## src/rtl/pp_align_accumulate.sv

```systemverilog
// Aligns nine signed partial products to the group max exponent, registers them,
// and sums them in a 9-input adder tree. Optional output stage: PP_ALIGN_OUT_REG_EN.
module pp_align_accumulate (
  input  logic        clk,
  input  logic        rst,
  input  logic [44:0] pp_in,
  input  logic [44:0] exp_in,
  input  logic [4:0]  exp_max_in,
  output logic [19:0] signed_sum,
  output logic [4:0]  exp_max_out
);

  localparam int unsigned N_PP    = 9;
  localparam int unsigned PP_W    = 5;
  localparam int unsigned EXP_W   = 5;
  localparam int unsigned ALIGN_W = 16;
  localparam int unsigned SUM_W   = 20;
  localparam int unsigned PAD_W   = ALIGN_W - PP_W;
  localparam int unsigned EXT_W   = SUM_W - ALIGN_W;

  logic [ALIGN_W-1:0] aligned_d [N_PP];
  logic [ALIGN_W-1:0] aligned_q [N_PP];
  logic [EXP_W-1:0]   exp_max_q;

  // Per-lane right alignment; lane 0 sits in the most significant slice
  for (genvar g = 0; g < N_PP; g++) begin : g_lane
    logic [PP_W-1:0]           pp_lane;
    logic [EXP_W-1:0]          exp_lane;
    logic [EXP_W-1:0]          shift;
    logic signed [ALIGN_W-1:0] frame;

    assign pp_lane  = pp_in[PP_W*(N_PP-1-g) +: PP_W];
    assign exp_lane = exp_in[EXP_W*(N_PP-1-g) +: EXP_W];
    // An exponent above the max is not legal; treat it as already aligned
    assign shift    = (exp_lane > exp_max_in) ? '0 : EXP_W'(exp_max_in - exp_lane);
    assign frame    = {pp_lane, {PAD_W{1'b0}}};
    assign aligned_d[g] = (shift >= EXP_W'(ALIGN_W)) ? {ALIGN_W{pp_lane[PP_W-1]}}
                                                     : ALIGN_W'(frame >>> shift);
  end

  // Align stage registers, free-running
  always_ff @(posedge clk or posedge rst) begin
    if (rst) begin
      for (int i = 0; i < N_PP; i++) aligned_q[i] <= '0;
      exp_max_q <= '0;
    end else begin
      for (int i = 0; i < N_PP; i++) aligned_q[i] <= aligned_d[i];
      exp_max_q <= exp_max_in;
    end
  end

  logic [SUM_W-1:0] ext [N_PP];
  logic [SUM_W-1:0] lvl1 [4];
  logic [SUM_W-1:0] lvl2 [2];
  logic [SUM_W-1:0] lvl3;
  logic [SUM_W-1:0] tree_sum;

  for (genvar g = 0; g < N_PP; g++) begin : g_ext
    assign ext[g] = {{EXT_W{aligned_q[g][ALIGN_W-1]}}, aligned_q[g]};
  end

  // Four pairwise adds, then two, then one, then the ninth operand
  for (genvar g = 0; g < 4; g++) begin : g_lvl1
    assign lvl1[g] = ext[2*g] + ext[2*g+1];
  end
  assign lvl2[0]  = lvl1[0] + lvl1[1];
  assign lvl2[1]  = lvl1[2] + lvl1[3];
  assign lvl3     = lvl2[0] + lvl2[1];
  assign tree_sum = lvl3 + ext[N_PP-1];

`ifdef PP_ALIGN_OUT_REG_EN
  always_ff @(posedge clk or posedge rst) begin
    if (rst) begin
      signed_sum  <= '0;
      exp_max_out <= '0;
    end else begin
      signed_sum  <= tree_sum;
      exp_max_out <= exp_max_q;
    end
  end
`else
  assign signed_sum  = tree_sum;
  assign exp_max_out = exp_max_q;
`endif

endmodule

```

## config.mk

```make
export PLATFORM = sky130hd
export DESIGN_NAME = pp_align_accumulate
export DESIGN_NICKNAME = d
export VERILOG_FILES = /design/src/rtl/pp_align_accumulate.sv
export SDC_FILE = /design/constraint.sdc
export NUM_CORES = 1
export LEC_CHECK = 0
export CORE_ASPECT_RATIO = 0.6
export CORE_UTILIZATION = 55
export CTS_BUF_LIST = sky130_fd_sc_hd__clkbuf_2 sky130_fd_sc_hd__clkbuf_4 sky130_fd_sc_hd__clkbuf_8
export CTS_CLUSTER_DIAMETER = 40
export DETAILED_ROUTE_END_ITERATION = 16
export PLACE_DENSITY = 0.86
export SLEW_MARGIN = 20
export SYNTH_ARGS = -nofsm -noshare
export SYNTH_HDL_FRONTEND = slang
export SYNTH_SLANG_ARGS = --single-unit
```

## constraint.sdc

```tcl
create_clock -name clk -period 9.4 [get_ports clk]
set_input_delay 1.88 -clock clk [delete_from_list [all_inputs] [get_ports clk]]
set_output_delay 1.88 -clock clk [all_outputs]
set_load 0.05 [all_outputs]
```

==> results of run 1 <==
registers in the layout, indices dropped and copies added, names as in the netlist:
register and cells:
aligned_q 144, exp_max_out 5
cell type report:
type	instances	share of cell area, %
Clock buffer	19	1.55
Multi-Input combinational cell	1238	59.7
Clock inverter	13	0.733
Inverter	269	6.00
Timing Repair Buffer	123	7.30
Antenna cell	3	0.0444
Tap cell	360	2.66
Sequential cell	149	22.1
cell usage in the layout (no fill, tap or decap), types with 20 or more instances in the layout:
cell type,Yosys,final
nor2_1,86,86
a211oi_1,27,27
o21a_1,30,30
a31oi_1,20,20
nand2_1,102,102
mux2i_1,58,58
o211ai_1,35,35
nor3_1,27,27
fa_1,109,109
xor2_1,23,23
clkdlybuf4s50_1,0,118
dfrtp_1,149,149
ha_1,84,84
a21o_1,34,34
a21oi_1,102,102
nand3_1,41,41
nor2b_1,37,37
o21ai_0,110,110
xnor2_1,32,32
inv_1,264,263
metal layers:
| metal | GRT usage [%] | vias up | routed length, um |
|---|---|---|---|
| li1 | - | 6218 | - |
| met4 | 7.51 | 4 | 727 |
| met5 | 1.67 | - | 75 |
| met3 | 9.39 | 57 | 4870 |
| met2 | 44.8 | 770 | 17800 |
| met1 | 46.7 | 6552 | 19800 |
Yosys cell counts, types with 11 or more instances:
cell type / number
and2_1: 11
nand2b_1: 15
a21oi_1: 102
o221ai_1: 13
nor2_1: 86
dfrtp_1: 149
nor3_1: 27
clkbuf_1: 34
a21o_1: 34
o211ai_1: 35
mux2_2: 11
nand2_1: 102
xor2_1: 23
nor2b_1: 37
a31oi_1: 20
o21a_1: 30
o22ai_1: 12
xnor2_1: 32
mux2i_1: 58
ha_1: 84
inv_1: 264
a22oi_1: 11
nand3_1: 41
o31ai_1: 20
o21ai_0: 110
a211oi_1: 27
fa_1: 109
through the flow:
step / hold WS [ps] / std cells
4_1_cts: 1830 / 2171
2_1_floorplan: 1910 / 1706
6_report: 1860 / 2174
3_3_place_gp: 2360 / 2139
5_1_grt: 1860 / 2171
3_5_place_dp: 2370 / 2139
cell families after synthesis:
group	Yosys count	share of synthesized area (%)
buf+inv	319	8.24
fa+ha+maj	193	21.5
compound gates	541	24.8
xor+xnor	55	3.20
simple gates	377	12.5
flops	149	24.8
mux	72	5.00
worst min path at each step:
stage,cells after the start,from,end
floorplan,0,pp_in[34],aligned_q[111]
global placement,1,exp_max_in[0],exp_max_out[0]
detailed placement,1,exp_max_in[0],exp_max_out[0]
CTS,1,exp_max_in[0],exp_max_out[0]
global route,1,exp_max_in[0],exp_max_out[0]
finish,2,rst,aligned_q[128]
==> flow_metrics.env, run 1 <==
export IMPL_fmax_ghz=0.110
export IMPL_yosys_area_top_type_share_pct=24.8
export IMPL_dieArea_um2=28000
export IMPL_cts_hold_buf=0
export IMPL_fin_crit_ps=9070
export IMPL_synth_cells=1706
export IMPL_n_fill_cell=2175
export IMPL_cp_start_kind="flip-flop"
export IMPL_core_um2=26600
export IMPL_clock_sinks=149
export IMPL_slew_headroom_pct=34.3
export IMPL_grt_pass1_wl_um=68600
export IMPL_synthTopCellsByArea="dfrtp_1 25%, fa_1 14%, ha_1 7.0%"
export IMPL_syn_area_um2=15000
export IMPL_track_usage_pct=31.5
export IMPL_crit_chain="inv_1 -> fa_1 -> inv_1 -> fa_1 -> fa_1 -> inv_1 -> fa_1 -> inv_1 -> ha_1 -> inv_1 -> fa_1 -> nor2b_1 -> o31ai_2 -> a211oi_1 -> o41ai_1 -> nand2b_1 -> xor2_1 -> ha_1 -> nand2_1 -> o311ai_0 -> a221oi_1 -> nand3_1 -> clkdlybuf4s50_1"
export IMPL_wirelength_um=43300
export IMPL_h_tree_depth=4
export IMPL_cts_buffer_depth=2
export IMPL_cts_made_buffers=17
export IMPL_worstSetupPathDepth=23
export IMPL_status="complete, no violations"
export IMPL_maxCapViolations=0
export IMPL_place_area_um2=16500
export IMPL_yosys_register_bits=149
export IMPL_dr_pass1_iters=7
export IMPL_hold_path_class="in -> async"
export IMPL_nNetsFinal=2088
export IMPL_finalHoldViolCount=0
export IMPL_final_max_slew_violation_count=0
export IMPL_final_cell_area_um2=16900
export IMPL_utilization_pct=63.4
export IMPL_grt_max_degree=79
export IMPL_critPathTopFamily="adder cells"
export IMPL_tightest_slew_ps=983
export IMPL_rsz0062_at_grt="no"
export IMPL_drc=0
export IMPL_chipWidth_um=216
export IMPL_async_flop_share_pct=100
export IMPL_grt_pass1_vias=12800
export IMPL_final_setup_worst_slack_ps=327
export IMPL_tritoncts="built"
export IMPL_ios=122
export IMPL_clkTransAtPathRegs_ps=80
export IMPL_startpoint="aligned_q[66]"
export IMPL_arrival_ps=7190
export IMPL_multi_input_area_um2=10100
export IMPL_port_buffer_count=121
export IMPL_cp_max_fo=4
export IMPL_cp_slowest_cell="clkdlybuf4s50_1"
export IMPL_dr_first_iter_drc_count=1805
export IMPL_crit_type="reg -> out"
export IMPL_cts_root_buffer="clkbuf_8"
export IMPL_synth_distinct_cells=99
export IMPL_synth_top_cell_by_area="dfrtp_1"
export IMPL_gp_congestion=0.986
export IMPL_yosys_warnings=0
export IMPL_dp_hpwl_um=34500
export IMPL_timing_critical_path_to="signed_sum[18]"
export IMPL_synth_edf_count=0
export IMPL_syn_nets=1996
export IMPL_crit_path_end_kind="output port"
export IMPL_fin_tns_setup_ps=0
export IMPL_setup_viol=0
export IMPL_grt_overflow=0
export IMPL_dr_total_vias=13600
export IMPL_ant_nets=0
export IMPL_cts_post_setup_buffers_inserted=0
export IMPL_via_per_inst=6.26
export IMPL_rows=46
export IMPL_yosysSeqAreaShare_pct=24.8
export IMPL_antenna_found_initial=2
export IMPL_initial_core_util_pct=56.5
export IMPL_finalCritPeriodShare_pct=96.5
export IMPL_cp_num_buf_inv=6
export IMPL_wl_per_cell_um=19.9
export IMPL_required_ps=7520
export IMPL_syn_to_final_growth_pct=12.3
export IMPL_drive_gt1_share_pct=4.97
export IMPL_die_h_um=130
export IMPL_regArea_um2=3730
export IMPL_max_stage_delay_ps=800
export IMPL_pre_cts_slack_ps=575
export IMPL_avgSynthCellArea_um2=8.82
export IMPL_synthFlopType="dfrtp_1"
export IMPL_ctsResizeCount=1
Power of run 1 is left out: the tool's default activity adds up to more than one toggle a clock period on the data nets, which glitch-free logic cannot reach.
==> run 2: changes to the inputs <==
--- a/config.mk
+++ b/config.mk
@@ -11,6 +11,7 @@
 export CTS_CLUSTER_DIAMETER = 40
 export DETAILED_ROUTE_END_ITERATION = 16
 export PLACE_DENSITY = 0.86
+export SKIP_LAST_GASP = 1
 export SLEW_MARGIN = 20
 export SYNTH_ARGS = -nofsm -noshare
 export SYNTH_HDL_FRONTEND = slang
==> results of run 2 <==
The final DEF is identical to that of run 1; final timing and power are the same.
Power of run 2 is left out for the same reason.
